`config.mk`:
```
export PLATFORM = sky130hd
export DESIGN_NAME = kbd_event_ctrl_flat
export DESIGN_NICKNAME = d
export VERILOG_FILES = /design/src/rtl/kbd_event_ctrl_if.sv /design/src/rtl/kbd_event_ctrl.sv /design/src/flat_wrapper.sv
export SDC_FILE = /design/constraint.sdc
export NUM_CORES = 1
export LEC_CHECK = 0
export ABC_AREA = 1
export CORE_ASPECT_RATIO = 0.6
export CORE_MARGIN = 2
export CORE_UTILIZATION = 50
export DETAILED_ROUTE_END_ITERATION = 10
export GPL_ROUTABILITY_DRIVEN = 0
export PLACE_DENSITY = 0.75
export SYNTH_ARGS = -nofsm -noshare
export SYNTH_HDL_FRONTEND = slang
export SYNTH_SLANG_ARGS = --single-unit
```
`constraint.sdc`:
```
create_clock -name clk -period 7.1 [get_ports clk]
set_input_delay 1.42 -clock clk [delete_from_list [all_inputs] [get_ports clk]]
set_output_delay 1.42 -clock clk [all_outputs]
set_load 0.005 [all_outputs]
```
`src/rtl/kbd_event_ctrl_if.sv`:
```
// Keyboard event controller bus: ps2_keyboard byte handshake plus CPU event-FIFO port.
// The controller uses the slave modport; the keyboard/CPU side uses master.
interface kbd_event_ctrl_if #(
  parameter int DEPTH = 8
);
  localparam int CW = $clog2(DEPTH) + 1;

  logic [7:0]    keydata;
  logic          ready;
  logic          overflow;
  logic          nextdata_n;
  logic          en;
  logic          ev_rd;
  logic          ev_valid;
  logic [9:0]    ev_data;
  logic [CW-1:0] ev_count;
  logic          ovf_clr;
  logic          ev_ovf;

  modport master (
    output keydata, ready, overflow, en, ev_rd, ovf_clr,
    input  nextdata_n, ev_valid, ev_data, ev_count, ev_ovf
  );

  modport slave (
    input  keydata, ready, overflow, en, ev_rd, ovf_clr,
    output nextdata_n, ev_valid, ev_data, ev_count, ev_ovf
  );
endinterface

```
`src/rtl/kbd_event_ctrl.sv`:
```
// Folds E0/F0/E1 scan-code prefixes into {ext,brk,code} events and queues them for software.
// Optional KBD_REPEAT_FILTER_EN drops typematic repeats of the currently held key.
module kbd_event_ctrl #(
  parameter int DEPTH   = 8,
  parameter int E1_SKIP = 7
) (
  input  logic            clk,
  input  logic            clrn,
  kbd_event_ctrl_if.slave bus
);
  localparam int AW = $clog2(DEPTH);
  localparam int CW = AW + 1;
  localparam int SW = $clog2(E1_SKIP + 1);

  typedef enum logic [1:0] {IDLE, POP, DEC} state_t;

  state_t                  state_q, state_d;
  logic                    nd_q, nd_d, latch;
  logic [7:0]              byte_q;
  logic                    ext_q, ext_d, brk_q, brk_d;
  logic [SW-1:0]           skip_q, skip_d;
  logic                    dec_push, push;
  logic [9:0]              dec_data;
  logic [DEPTH-1:0][9:0]   mem;
  logic [AW-1:0]           wr_ptr, rd_ptr;
  logic [CW-1:0]           count_q;
  logic                    ovf_q, full, empty, do_rd, do_wr, drop;

  // Byte handshake: latch in IDLE, strobe nextdata_n for the single POP cycle, decode in DEC.
  always_comb begin
    state_d = state_q;
    nd_d    = 1'b1;
    latch   = 1'b0;
    case (state_q)
      IDLE: if (bus.ready) begin state_d = POP; nd_d = 1'b0; latch = 1'b1; end
      POP:  state_d = DEC;
      default: state_d = IDLE;
    endcase
    if (bus.overflow) begin
      state_d = IDLE;
      nd_d    = 1'b1;
      latch   = 1'b0;
    end
  end

  always_comb begin
    dec_push = 1'b0;
    dec_data = '0;
    ext_d    = ext_q;
    brk_d    = brk_q;
    skip_d   = skip_q;
    if (state_q == DEC && bus.en) begin
      if (skip_q != '0) begin
        // Pause has no break code; its tail is swallowed and reported once.
        skip_d = skip_q - SW'(1);
        if (skip_q == SW'(1)) begin dec_push = 1'b1; dec_data = {2'b10, 8'hE1}; end
      end else begin
        case (byte_q)
          8'hE1: begin skip_d = SW'(E1_SKIP); ext_d = 1'b0; brk_d = 1'b0; end
          8'hE0: ext_d = 1'b1;
          8'hF0: brk_d = 1'b1;
          8'h00, 8'hAA, 8'hFA, 8'hFE, 8'hFF: begin ext_d = 1'b0; brk_d = 1'b0; end
          default: begin
            dec_push = 1'b1;
            dec_data = {ext_q, brk_q, byte_q};
            ext_d    = 1'b0;
            brk_d    = 1'b0;
          end
        endcase
      end
    end
    if (bus.overflow || !bus.en) begin
      ext_d  = 1'b0;
      brk_d  = 1'b0;
      skip_d = '0;
    end
    if (bus.overflow) dec_push = 1'b0;
  end

`ifdef KBD_REPEAT_FILTER_EN
  logic       held_v_q, held_v_d;
  logic [8:0] held_q, held_d;
  logic       held_hit;

  assign held_hit = held_v_q && (held_q == {dec_data[9], dec_data[7:0]});

  always_comb begin
    push     = dec_push;
    held_v_d = held_v_q;
    held_d   = held_q;
    if (dec_push) begin
      if (!dec_data[8]) begin
        if (held_hit) push = 1'b0;
        else begin held_v_d = 1'b1; held_d = {dec_data[9], dec_data[7:0]}; end
      end else if (held_hit) begin
        held_v_d = 1'b0;
      end
    end
    if (!bus.en) held_v_d = 1'b0;
  end

  always_ff @(posedge clk) begin
    if (!clrn) begin
      held_v_q <= 1'b0;
      held_q   <= '0;
    end else begin
      held_v_q <= held_v_d;
      held_q   <= held_d;
    end
  end
`else
  assign push = dec_push;
`endif

  assign full  = (count_q == CW'(DEPTH));
  assign empty = (count_q == '0);
  assign do_rd = bus.ev_rd && !empty;
  // A pop in the same cycle frees the slot, so a push into a full FIFO still lands.
  assign do_wr = push && (!full || do_rd);
  assign drop  = push && full && !do_rd;

  always_ff @(posedge clk) begin
    if (!clrn) begin
      state_q <= IDLE;
      nd_q    <= 1'b1;
      byte_q  <= '0;
      ext_q   <= 1'b0;
      brk_q   <= 1'b0;
      skip_q  <= '0;
      mem     <= '0;
      wr_ptr  <= '0;
      rd_ptr  <= '0;
      count_q <= '0;
      ovf_q   <= 1'b0;
    end else begin
      state_q <= state_d;
      nd_q    <= nd_d;
      if (latch) byte_q <= bus.keydata;
      ext_q   <= ext_d;
      brk_q   <= brk_d;
      skip_q  <= skip_d;
      if (do_wr) begin
        mem[wr_ptr] <= dec_data;
        wr_ptr      <= wr_ptr + AW'(1);
      end
      if (do_rd) rd_ptr <= rd_ptr + AW'(1);
      case ({do_wr, do_rd})
        2'b10:   count_q <= count_q + CW'(1);
        2'b01:   count_q <= count_q - CW'(1);
        default: count_q <= count_q;
      endcase
      if (bus.overflow || drop) ovf_q <= 1'b1;
      else if (bus.ovf_clr)     ovf_q <= 1'b0;
    end
  end

  assign bus.nextdata_n = nd_q;
  assign bus.ev_valid   = !empty;
  assign bus.ev_data    = mem[rd_ptr];
  assign bus.ev_count   = count_q;
  assign bus.ev_ovf     = ovf_q;
endmodule

```
`src/flat_wrapper.sv`:
```
// flat-port wrapper written by rule: the top's interface ports become plain ports
module kbd_event_ctrl_flat 
#(
  parameter int DEPTH   = 8,
  parameter int E1_SKIP = 7
)
  (clk, clrn, bus_keydata, bus_ready, bus_overflow, bus_en, bus_ev_rd, bus_ovf_clr, bus_nextdata_n, bus_ev_valid, bus_ev_data, bus_ev_count, bus_ev_ovf);
  kbd_event_ctrl_if #(.DEPTH(DEPTH)) bus_i ();
  input  logic clk;
  input  logic clrn;
  input wire logic [$bits(bus_i.keydata)-1:0] bus_keydata;
  input wire logic [$bits(bus_i.ready)-1:0] bus_ready;
  input wire logic [$bits(bus_i.overflow)-1:0] bus_overflow;
  input wire logic [$bits(bus_i.en)-1:0] bus_en;
  input wire logic [$bits(bus_i.ev_rd)-1:0] bus_ev_rd;
  input wire logic [$bits(bus_i.ovf_clr)-1:0] bus_ovf_clr;
  output wire logic [$bits(bus_i.nextdata_n)-1:0] bus_nextdata_n;
  output wire logic [$bits(bus_i.ev_valid)-1:0] bus_ev_valid;
  output wire logic [$bits(bus_i.ev_data)-1:0] bus_ev_data;
  output wire logic [$bits(bus_i.ev_count)-1:0] bus_ev_count;
  output wire logic [$bits(bus_i.ev_ovf)-1:0] bus_ev_ovf;
  assign bus_i.keydata = bus_keydata;
  assign bus_i.ready = bus_ready;
  assign bus_i.overflow = bus_overflow;
  assign bus_i.en = bus_en;
  assign bus_i.ev_rd = bus_ev_rd;
  assign bus_i.ovf_clr = bus_ovf_clr;
  assign bus_nextdata_n = bus_i.nextdata_n;
  assign bus_ev_valid = bus_i.ev_valid;
  assign bus_ev_data = bus_i.ev_data;
  assign bus_ev_count = bus_i.ev_count;
  assign bus_ev_ovf = bus_i.ev_ovf;
  kbd_event_ctrl #(.DEPTH(DEPTH), .E1_SKIP(E1_SKIP)) u_core (.clk(clk), .clrn(clrn), .bus(bus_i));
endmodule
```
Word level (Yosys, flattened, before mapping). Index checks and enable logic that the tools add are counted.

Order comparisons: 3. Multiplexer cells: 27. Reduce and logical (&&, ||, !) cells: 27. $add $sub $neg: 5. Equality and inequality tests: 14. Bitwise gates (word level): 5.

Operators with widths (count): 80-bit bitwise mux (1); 10-bit two-way mux (6); 8-bit equality test, second input constant (7); 10-bit binary-select mux with 3-bit select (1); 10-bit demux with 3-bit select (1); 1-bit two-way mux (11); 8-bit logical NOT (1); 3-bit by 4-bit less-than comparator with 1-bit output, second input constant (2); 4-bit case mux with 2 select lines (1); 8-bit OR reduction (1); 3-bit by 1-bit adder with 3-bit output, second input constant (2); 1-bit logical AND (6); 3-bit two-way mux (2); 3-bit AND reduction (2); 2-bit nonzero test (3); 1-bit NOT (5); 4-bit by 1-bit adder with 4-bit output, second input constant (1); 2-bit by 1-bit equality test with 1-bit output, second input constant (2); 2-bit equality test, second input constant (2); 4-bit equality test, second input constant (1); 1-bit logical NOT (4); 4-bit logical NOT (1); 1-bit case mux with 2 select lines (2); 2-bit case mux with 2 select lines (1); other kinds (12) (15).

Word-level logic and storage cells: 99. Register bits: 107.

Longest topological paths before layout. Gate-level depths: netlist of the first run.

Depth in word-level cells: 10. Depth in mapped cells: 17. Depth with buffers taken out: 16.

Worst setup path before layout of the first run. OpenSTA, ideal clock, no wires.

Path kind: input to register. From: in bus_en. To: reg u_core.count_q[2] (netlist: u_core.bus.ev_count[2]). Cell stages on the path: 13. Setup slack: 3.731 ns. Arrival: 3.253 ns. Path through: inv_1 -> nor3_2 -> inv_1 -> nor3_4 -> nand3_1 -> buf_4 -> ha_1 -> xor2_1 -> ha_1 -> a21oi_1 -> xnor2_1 -> o21ai_0 -> inv_1.

Word-level cells in the longest chain between the ends: 6. Elaborated cells on any way between the ends: 8.

RTL lines: start, declared (line flat_wrapper.sv:14) `input wire logic [$bits(bus_i.en)-1:0] bus_en;`; 1-bit logical AND (*) (line kbd_event_ctrl.sv:52) `if (state_q == DEC && bus.en) begin`; 1-bit two-way mux (*) (line kbd_event_ctrl.sv:52); 1-bit two-way mux (*) (line kbd_event_ctrl.sv:77) `if (bus.overflow) dec_push = 1'b0;`; 1-bit logical AND (*) (line kbd_event_ctrl.sv:119) `assign do_wr = push && (!full || do_rd);`; 2-bit by 1-bit equality test with 1-bit output / 2-bit equality test (equally long branches) (line kbd_event_ctrl.sv:147) `case ({do_wr, do_rd})`; 4-bit case mux with 2 select lines / 2-bit nonzero test (equally long branches); end signal, assigned (line kbd_event_ctrl.sv:148) `2'b10: count_q <= count_q + CW'(1);`; end signal, assigned (line kbd_event_ctrl.sv:149) `2'b01: count_q <= count_q - CW'(1);`; end signal, assigned (line kbd_event_ctrl.sv:150) `default: count_q <= count_q;`; end, declared (line kbd_event_ctrl.sv:26) `logic [CW-1:0] count_q;`.

Mark *: on every way between the ends. The rest lies on a longest branch, timed or not. A chain may end at the register's enable or synchronous reset.

Final worst setup path of the first run.
From: reg u_core.rd_ptr[1]. To: out bus_ev_data[3].

Word-level cells in the longest chain between the ends: 2.

RTL lines: start, declared (line kbd_event_ctrl.sv:25) `logic [AW-1:0] wr_ptr, rd_ptr;`; start signal, assigned (line kbd_event_ctrl.sv:146) `if (do_rd) rd_ptr <= rd_ptr + AW'(1);`; 10-bit binary-select mux with 3-bit select (line kbd_event_ctrl.sv:159) `assign bus.ev_data = mem[rd_ptr];`; 10-bit two-way mux (not written as such) (line kbd_event_ctrl.sv:159); end, declared (line flat_wrapper.sv:19) `output wire logic [$bits(bus_i.ev_data)-1:0] bus_ev_data;`.

No other way between the ends. The select of a mux whose other input is x is not followed.

==> impl_metrics.tcl, run 1 <==
set metrics [dict create \
    crit_arrival_ns 3.16 \
    p_per_area_mw_per_mm2 271 \
    hold_buffers 0 \
    post_synth_num_cell_types 26 \
    fmax_mhz 218 \
    die_h_um 82.2 \
    wl_per_cell_um 14.7 \
    vias 5078 \
    synth_nets 800 \
    avgSynthCellArea_um2 6.55 \
    grt_overflow_total 0 \
    fin_crit_ns 4.58 \
    synth_area_mm2 0.00509 \
    stdcell_count 928 \
    io_pins 32 \
    antenna_found_initial 0 \
    num_rows 28 \
    critPathRequiredTime_ns 5.68 \
    wl_mm 13.6 \
    crit_path_end_kind "output port" \
    crit_chain "inv_1 > a21oi_1 > o21ai_0 > a31oi_1 > clkdlybuf4s50_1" \
    postRouteAntennaNets 0 \
    die_area_mm2 0.0110 \
    grt_pass1_wl_mm 22.0 \
    ys_seq_elements 107 \
    slowest_delay_ns 0.89 \
    grt_pass1_vias 4566 \
    drv_cap 0 \
    cts_buffers 9 \
    syn_inst 777 \
    p_total_w 0.00156 \
    tns_ns 0 \
    core_mm2 0.00988 \
    clock_skew_ns 0.00517 \
    worstSkewPairLatency_ns 0.35 \
    cts_buffer_depth 2 \
    worstPathMaxFanout 22 \
    firstDrtPassIters 5 \
    final_core_util_pct 58.3 \
    place_area_mm2 0.00545 \
    hold_class "reg -> reg" \
    nNetsFinal 811 \
    drive_gt1_share_pct 3.28 \
    ctsResizeCount 0 \
    rrSetupSlack_ns 3.76 \
    dpl.hpwl_mm 8.74 \
    ys_seq_area_share_pct 42.1 \
    cpMaxStageDelayCell "dfxtp_1" \
    root_buffer "clkbuf_16" \
    vdd_drop_max_mv 0.155 \
    rsz0062_at_grt "false" \
    die_w_um 134 \
    slew_viol_final 0 \
    p_leak_nw 2.35 \
    status "completed" \
    area_growth_pct 13.1 \
    slew_headroom_pct 16.9 \
    drc 0 \
    setup_violations 0 \
    cts_tree "yes" \
    htree_num_levels 3 \
    routed_via_density 5.47 \
    period_share_pct 64.5 \
    dp_cells 912 \
    path_class "reg -> out" \
    ys_warn_count 0 \
    cp-start-kind "flip-flop" \
    grt_use_total_pct 25.5 \
    numPortBuffers 31 \
    initial_core_util_pct 51.5 \
    hold_viol 0 \
    worst_pin_slew_ns 1.25 \
    dr.first_iter.drc_count 471 \
    diodes 0 \
    grt_max_degree 54 \
    design_area_mm2 0.00576 \
    postCtsSetupRepairBufs 0 \
    path_clk_slew_ns 0.07 \
    cts_sinks 107 \
]
-- path summary, 6_finish.rpt --
check	depth (start not counted)	end	start
setup / recovery	5	bus_ev_data[3]	u_core.rd_ptr[1]$_SDFFE_PN0P_
hold / removal	1	u_core.state_q[1]$_SDFFE_PP0P_	u_core.state_q[1]$_SDFFE_PP0P_
setup reg to reg	16	u_core.bus.ev_count[3]$_SDFFE_PN0P_	u_core.byte_q[0]$_SDFFE_PN0P_
hold reg to reg	1	u_core.state_q[1]$_SDFFE_PP0P_	u_core.state_q[1]$_SDFFE_PP0P_
-- where the power goes --
part           total, W  internal [W]  leakage (nW)  switching (W)
Clock          0.000521      0.000301         0.155       0.000220
Sequential     0.000652      0.000617         0.864      0.0000351
Combinational  0.000389      0.000162          1.33       0.000227
Total           0.00156       0.00108          2.35       0.000482
-- registers in the layout (all words and copies together) (netlist names) --
signal / flops
u_core.brk_q: 1
u_core.ext_q: 1
u_core.bus.nextdata_n: 1
u_core.rd_ptr: 3
u_core.wr_ptr: 3
u_core.byte_q: 8
u_core.mem: 80
u_core.bus.ev_count: 4
u_core.bus.ev_ovf: 1
u_core.state_q: 2
u_core.skip_q: 3
-- through the flow --
| stage | hold slack, ns | setup slack (ns) |
|---|---|---|
| 2_1_floorplan | 0.397 | 3.73 |
| 3_3_place_gp | 0.409 | 2.76 |
| 3_5_place_dp | 0.418 | 2.66 |
| 4_1_cts | 0.432 | 2.59 |
| 5_1_grt | 0.456 | 2.34 |
| 6_report | 0.428 | 2.52 |
-- layer usage --
metal	vias to the layer above	track usage, %	share of wire, %
li1	2485	-	-
met1	2341	34.0	46
met2	228	39.6	42
met3	24	6.84	9.7
met4	0	10.3	2.1
met5	-	0	0
-- kinds of logic after synthesis --
family	count (synthesis)	synth area share [%]
DFF	107	42.1
and+or+nand+nor	366	28.8
adders and majority gates	8	1.97
buffers and inverters	112	8.55
AOI/OAI and AO/OA	181	18.1
xor gates and xnor gates	3	0.516
-- Yosys cell counts --
cell type  number  area (µm²)
nand2_1       197         739
nor2_1        137         514
dfxtp_1       107        2140
a21oi_1        93         465
inv_1          77         289
o21ai_0        74         370
clkbuf_1       22        82.6
a31oi_1        10        62.6
nand3_1         9        45.0
nand4_1         9        56.3
ha_1            8         100
nor3_1          7        35.0
buf_2           6        30.0
buf_1           3        11.3
nor2_4          3        33.8
buf_4           2        15.0
inv_2           2        7.51
o21ai_1         2        10.0
xor2_1          2        17.5
nand2_2         1        6.26
nand3b_1        1        7.51
nor3_2          1        10.0
nor3_4          1        16.3
o211ai_1        1        7.51
o21a_1          1        7.51
xnor2_1         1        8.76
-- layout make-up --
class | count | area [µm²]
Multi-Input combinational cell | 558 | 2510
Fill cell | 903 | 4120
Clock inverter | 4 | 47.5
Timing Repair Buffer | 33 | 325
Clock buffer | 12 | 267
Inverter | 79 | 297
Tap cell | 135 | 169
Sequential cell | 107 | 2140
-- critical path, delay by kind of cell, from the launching register on --
family,cells,cell delay [ns]
compound gates,3,0.69
flops,1,0.89
buf+inv,2,1.22
-- layout by cell type (no fill, tap or decap), drive strengths merged, types with 8 or more instances in the layout --
cell type      netlist  routed
nand4                9       9
o21ai               76      76
nand2              198     198
nand3                9       9
clkbuf              22      12
a31oi               10      10
nor2               140     140
dfxtp              107     107
a21oi               93      93
inv                 79      79
ha                   8       8
nor3                 9       9
clkdlybuf4s50        0      31
Note: power is estimated with default switching activity, not from simulation.
==> inputs of run 2 (changes only) <==
==> constraint.sdc (replaced) <==
create_clock -name clk -period 4.29 [get_ports clk]
set_input_delay 0.858 -clock clk [delete_from_list [all_inputs] [get_ports clk]]
set_output_delay 0.858 -clock clk [all_outputs]
set_load 0.005 [all_outputs]
==> run 2 against run 1 <==
Compared with the run above:
- highest routed layer unchanged
- clock skew is essentially flat
- cell count grew 1.3%
- setup slack lost 2.0 ns
- critical endpoint is now bus_ev_data[0]
- critical path depth is the same
- die area is the same
- global-route usage grew 1.0 points
- largest cell class unchanged
- first-iteration DRC count grew 18%
- utilization grew 0.98 points
==> impl_metrics.tcl, run 2 (synthesis gave the netlist of run 1 again) <==
set metrics [dict create \
    worstPathMaxFanout 22 \
    htree_num_levels 3 \
    grt_max_degree 54 \
    postCtsSetupRepairBufs 0 \
    firstDrtPassIters 5 \
    crit_arrival_ns 2.90 \
    hold_class "reg -> reg" \
    diodes 0 \
    period_share_pct 87.5 \
    routed_via_density 5.52 \
    cpMaxStageDelayCell "dfxtp_1" \
    status "completed" \
    r2r-start "u_core.byte_q[7]$_SDFFE_PN0P_" \
    reg2reg_to "u_core.bus.ev_count[3]$_SDFFE_PN0P_" \
    critPathTopFamily "buffers and inverters" \
    hold-path-endpoint "u_core.state_q[1]$_SDFFE_PP0P_" \
    fmax_mhz 266 \
    vias 5192 \
    ctsResizeCount 0 \
    design_area_mm2 0.00586 \
    io_pins 32 \
    p_leak_nw 2.41 \
    cts_buffers 9 \
    crit_chain "inv_1 > a21oi_1 > o21ai_0 > a31oi_1 > clkdlybuf4s50_1" \
    cts_buffer_depth 2 \
    final_common_cell "nand2_1" \
    slowest_delay_ns 0.81 \
    critPathRequiredTime_ns 3.43 \
    setup_violations 0 \
    grt_use_total_pct 26.5 \
    largest_register_ffs 80 \
    slew_headroom_pct 35.4 \
    drive_gt1_share_pct 4.47 \
    vdd_drop_max_mv 0.215 \
    drc 0 \
    die_w_um 134 \
    num_rows 28 \
    worst_pin_slew_ns 0.967 \
    rsz0062_at_grt "false" \
    cts_tree "yes" \
    path_buf_inv 2 \
    fillCellCount 923 \
    die_h_um 82.2 \
    whs_path_depth 1 \
    drv_cap 0 \
    fin_crit_ns 3.75 \
    die_area_mm2 0.0110 \
    dp_slack_ns 0.794 \
    cp-start-kind "flip-flop" \
    area_growth_pct 15.0 \
    hp-start "u_core.state_q[1]$_SDFFE_PP0P_" \
    r2r_cells 16 \
    slew_viol_final 0 \
    startpoint "u_core.rd_ptr[1]$_SDFFE_PN0P_" \
    path_class "reg -> out" \
    path_clk_slew_ns 0.07 \
    rrSetupSlack_ns 1.30 \
    root_buffer "clkbuf_16" \
    core_mm2 0.00988 \
    regMostFlops "u_core.mem" \
    cts_sinks 107 \
    grt_overflow_total 0 \
    dpl.hpwl_mm 9.79 \
    wl_per_cell_um 15.4 \
    hold_viol 0 \
    worstSkewPairLatency_ns 0.35 \
    initial_core_util_pct 51.5 \
    wl_mm 14.5 \
    p_per_area_mw_per_mm2 451 \
    clock_skew_ns 0.00502 \
    hold_buffers 0 \
    nNetsFinal 823 \
    grt_pass1_vias 4490 \
    place_area_mm2 0.00554 \
    grt_pass1_wl_mm 22.6 \
    dr.first_iter.drc_count 556 \
    antenna_found_initial 0 \
    numPortBuffers 31 \
    postRouteAntennaNets 0 \
    crit_path_end_kind "output port" \
    final_cell_mix "nand2_1, nor2_1, dfxtp_1" \
    setup_slack_ns 0.536 \
    tns_ns 0 \
]
[run 2: layer usage]
metal | global-route usage (%) | vias up | part of all wire [%] | routed length (µm)
li1 | - | 2516 | - | -
met1 | 38.2 | 2418 | 48 | 6910
met5 | 0 | - | 0 | 0
met4 | 6.42 | 0 | 1.2 | 174
met2 | 40.8 | 242 | 42 | 6060
met3 | 5.56 | 16 | 9.1 | 1310
[run 2: how the worst max path moves through the flow]
stage	slack [ns]	to	cells past startpoint
detailed placement	0.79	u_core.bus.ev_count[3]$_SDFFE_PN0P_	14
global route	0.40	bus_ev_data[4]	5
finish	0.54	bus_ev_data[0]	5
CTS	0.66	bus_ev_data[3]	5
global placement	0.89	u_core.bus.ev_count[2]$_SDFFE_PN0P_	14
floorplan	1.48	u_core.bus.ev_count[2]$_SDFFE_PN0P_	13
[run 2: through the flow]
stage / utilization [%] / power, W / hold WS, ns / std cells
finish: 59.3 / 0.00264 / 0.428 / 940
global route: 59.3 / 0.00276 / 0.435 / 940
CTS: 59.3 / 0.00263 / 0.432 / 940
detailed placement: 56.0 / 0.00174 / 0.415 / 924
global placement: 56.0 / 0.00174 / 0.413 / 924
floorplan: - / 0.00146 / 0.397 / 777
[run 2: power breakdown]
group          switching, W  total (W)  leakage [nW]  internal [W]
Clock              0.000369   0.000898         0.157      0.000529
Sequential        0.0000551    0.00108         0.864       0.00102
Combinational      0.000383   0.000665          1.39      0.000282
Total              0.000807    0.00264          2.41       0.00183
[run 2: cell type report]
cell class | instances | area (µm²) | share of cell area, %
repair buffers | 45 | 415 | 7.09
inverters | 79 | 297 | 5.06
clock buffers | 12 | 246 | 4.21
flip-flops and latches | 107 | 2140 | 36.6
clock inverters | 4 | 73.8 | 1.26
well taps | 135 | 169 | 2.88
multi-input cells | 558 | 2510 | 42.9
[run 2: worst reg2reg max path, delay by kind of cell (launching register included)]
| family | cells | cell delay (ns) |
|---|---|---|
| buf+inv | 1 | 0.25 |
| compound gates | 4 | 0.43 |
| xor+xnor | 1 | 0.24 |
| fa+ha+maj | 1 | 0.24 |
| simple gates | 9 | 1.27 |
| flops | 1 | 0.43 |
==> inputs of run 3 (changes only) <==
--- a/config.mk
+++ b/config.mk
@@ -6,12 +6,13 @@
 export NUM_CORES = 1
 export LEC_CHECK = 0
 export ABC_AREA = 1
+export CAP_MARGIN = 15
 export CORE_ASPECT_RATIO = 0.6
 export CORE_MARGIN = 2
-export CORE_UTILIZATION = 50
+export CORE_UTILIZATION = 44
 export DETAILED_ROUTE_END_ITERATION = 10
 export GPL_ROUTABILITY_DRIVEN = 0
-export PLACE_DENSITY = 0.75
+export PLACE_DENSITY = 0.68
 export SYNTH_ARGS = -nofsm -noshare
 export SYNTH_HDL_FRONTEND = slang
 export SYNTH_SLANG_ARGS = --single-unit
==> run 3 against run 2 <==
Compared with the run above:
- total power up 0.50%
- clock power up 1%
- sequential cell count unchanged
- critical path type unchanged
- sequential share of layout area down 0.19 points
- cell count up 2.6%
- critical endpoint is now bus_ev_data[8]
- combinational power up 4.2%
- worst hold slack better by 0.011 ns
- non-clock buffer count down 1
- routed wire length down 3.6%
- maximum frequency up 6.9%
==> impl_metrics.tcl, run 3 (synthesis gave the netlist of run 1 again) <==
set metrics [dict create \
    htree_num_levels 3 \
    cts_tree "yes" \
    multi_input_area_mm2 0.00251 \
    rrSetupSlack_ns 1.47 \
    diodes 0 \
    r2r_cells 15 \
    cp-start-kind "flip-flop" \
    largest_register_ffs 80 \
    hold_viol 0 \
    final_cell_mix "nand2_1, nor2_1, dfxtp_1" \
    num_rows 30 \
    crit_arrival_ns 2.65 \
    cts_buffer_depth 2 \
    worstSkewPairLatency_ns 0.35 \
    root_buffer "clkbuf_16" \
    ctsResizeCount 0 \
    fillCellCount 1107 \
    critPathRequiredTime_ns 3.43 \
    dp_slack_ns 0.938 \
    final_common_cell "nand2_1" \
    cts_sinks 107 \
    critPathTopFamily "buffers and inverters" \
    clock_skew_ns 0.00898 \
    die_h_um 87.3 \
    cpMaxStageDelayCell "clkdlybuf4s50_1" \
    p_leak_nw 2.41 \
    core_mm2 0.0113 \
    routed_via_density 5.16 \
    path_clk_slew_ns 0.07 \
    drc 0 \
    vias 4978 \
    setup_violations 0 \
    die_area_mm2 0.0125 \
    antenna_found_initial 0 \
    dr.first_iter.drc_count 474 \
    path_buf_inv 3 \
    regMostFlops "u_core.mem" \
    grt_use_total_pct 23.4 \
    worstPathMaxFanout 30 \
    status "completed" \
    drive_gt1_share_pct 4.48 \
    tns_ns 0 \
    area_growth_pct 15.7 \
    path_class "reg -> out" \
    crit_chain "inv_1 > buf_4 > nor2_1 > o21ai_0 > a21oi_1 > a31oi_1 > clkdlybuf4s50_1" \
    grt_overflow_total 0 \
    slowest_delay_ns 0.53 \
    rsz0062_at_grt "false" \
    wl_mm 13.9 \
    reg2reg_to "u_core.bus.ev_count[3]$_SDFFE_PN0P_" \
    grt_pass1_vias 4460 \
    postCtsSetupRepairBufs 0 \
    seq_area_mm2 0.00214 \
    firstDrtPassIters 6 \
    drv_cap 0 \
    fmax_mhz 285 \
    crit_path_end_kind "output port" \
    whs_path_depth 1 \
    wl_per_cell_um 14.5 \
    period_share_pct 81.8 \
    hold_class "reg -> reg" \
    io_pins 32 \
    hold_buffers 0 \
    die_w_um 143 \
    hp-start "u_core.state_q[1]$_SDFFE_PP0P_" \
    initial_core_util_pct 45.1 \
    nNetsFinal 822 \
    dpl.hpwl_mm 9.53 \
    r2r-start "u_core.byte_q[7]$_SDFFE_PN0P_" \
    final_core_util_pct 52.1 \
    setup_slack_ns 0.780 \
    p_per_area_mw_per_mm2 450 \
    grt_max_degree 54 \
    postRouteAntennaNets 0 \
    slew_viol_final 0 \
    numPortBuffers 31 \
    worst_pin_slew_ns 0.967 \
    cts_buffers 9 \
    fin_crit_ns 3.51 \
    grt_pass1_wl_mm 22.7 \
    hold-path-endpoint "u_core.state_q[1]$_SDFFE_PP0P_" \
    slew_headroom_pct 35.5 \
    vdd_drop_max_mv 0.219 \
]
[run 3: cell count changes in the layout (fill, tap and decap cells not counted)]
cell / change
clkbuf_1: -1
clkinvlp_4: +1
inv_6: +1
buf_4: -1
clkinv_2: -1
[run 3: worst reg2reg max path: stages, from the launching register on]
cell and delay (ns):
dfxtp_1 0.47, nand2_1 0.13, nor2_1 0.16, nand2_1 0.12
nand2_1 0.07, nor2_1 0.04, nand2_1 0.16, nand2_1 0.29
nand3_1 0.19, ha_1 0.24, xor2_1 0.25, nand3_1 0.13
a21oi_1 0.13, o21ai_0 0.11, o21ai_0 0.15, a21oi_1 0.05
[run 3: layout make-up]
type	count	share of cell area, %
timing repair buffer	44	6.93
clock inverter	5	1.44
tap	160	3.40
inverter	79	5.04
multi-input combinational	558	42.7
clock buffer	11	4.12
sequential	107	36.4
[run 3: metrics by stage]
step	instances	area (µm²)	total power (W)	hold WS, ns
floorplan	777	5090	0.00146	0.397
global placement	948	5560	0.00175	0.412
detailed placement	948	5560	0.00176	0.427
CTS	964	5890	0.00266	0.446
global route	964	5890	0.00279	0.473
finish	964	5890	0.00265	0.440
[run 3: power by group]
part	switching (W)	total, W	internal, W	leakage [nW]
registers	0.0000286	0.00105	0.00102	0.864
clock network	0.000378	0.000910	0.000531	0.156
logic	0.000416	0.000693	0.000277	1.39
[run 3: metal layers]
metal,wire (µm),vias to the layer above,part of all wire (%),track usage [%]
li1,-,2511,-,-
met1,7220,2307,52,34.8
met2,5730,146,41,34.6
met3,866,14,6.2,5.44
met4,123,0,0.88,4.59
met5,0,-,0,0
[run 3: worst max-delay path by stage]
| stage | start | end | slack [ns] | cells past startpoint |
|---|---|---|---|---|
| floorplan | bus_en | u_core.bus.ev_count[2]$_SDFFE_PN0P_ | 1.48 | 13 |
| global placement | bus_en | u_core.bus.ev_count[2]$_SDFFE_PN0P_ | 1.03 | 13 |
| detailed placement | bus_en | u_core.mem[14]$_SDFFE_PN0P_ | 0.94 | 10 |
| CTS | u_core.rd_ptr[0]$_SDFFE_PN0P_ | bus_ev_data[8] | 0.82 | 7 |
| global route | u_core.rd_ptr[0]$_SDFFE_PN0P_ | bus_ev_data[8] | 0.62 | 7 |
| finish | u_core.rd_ptr[0]$_SDFFE_PN0P_ | bus_ev_data[8] | 0.78 | 7 |
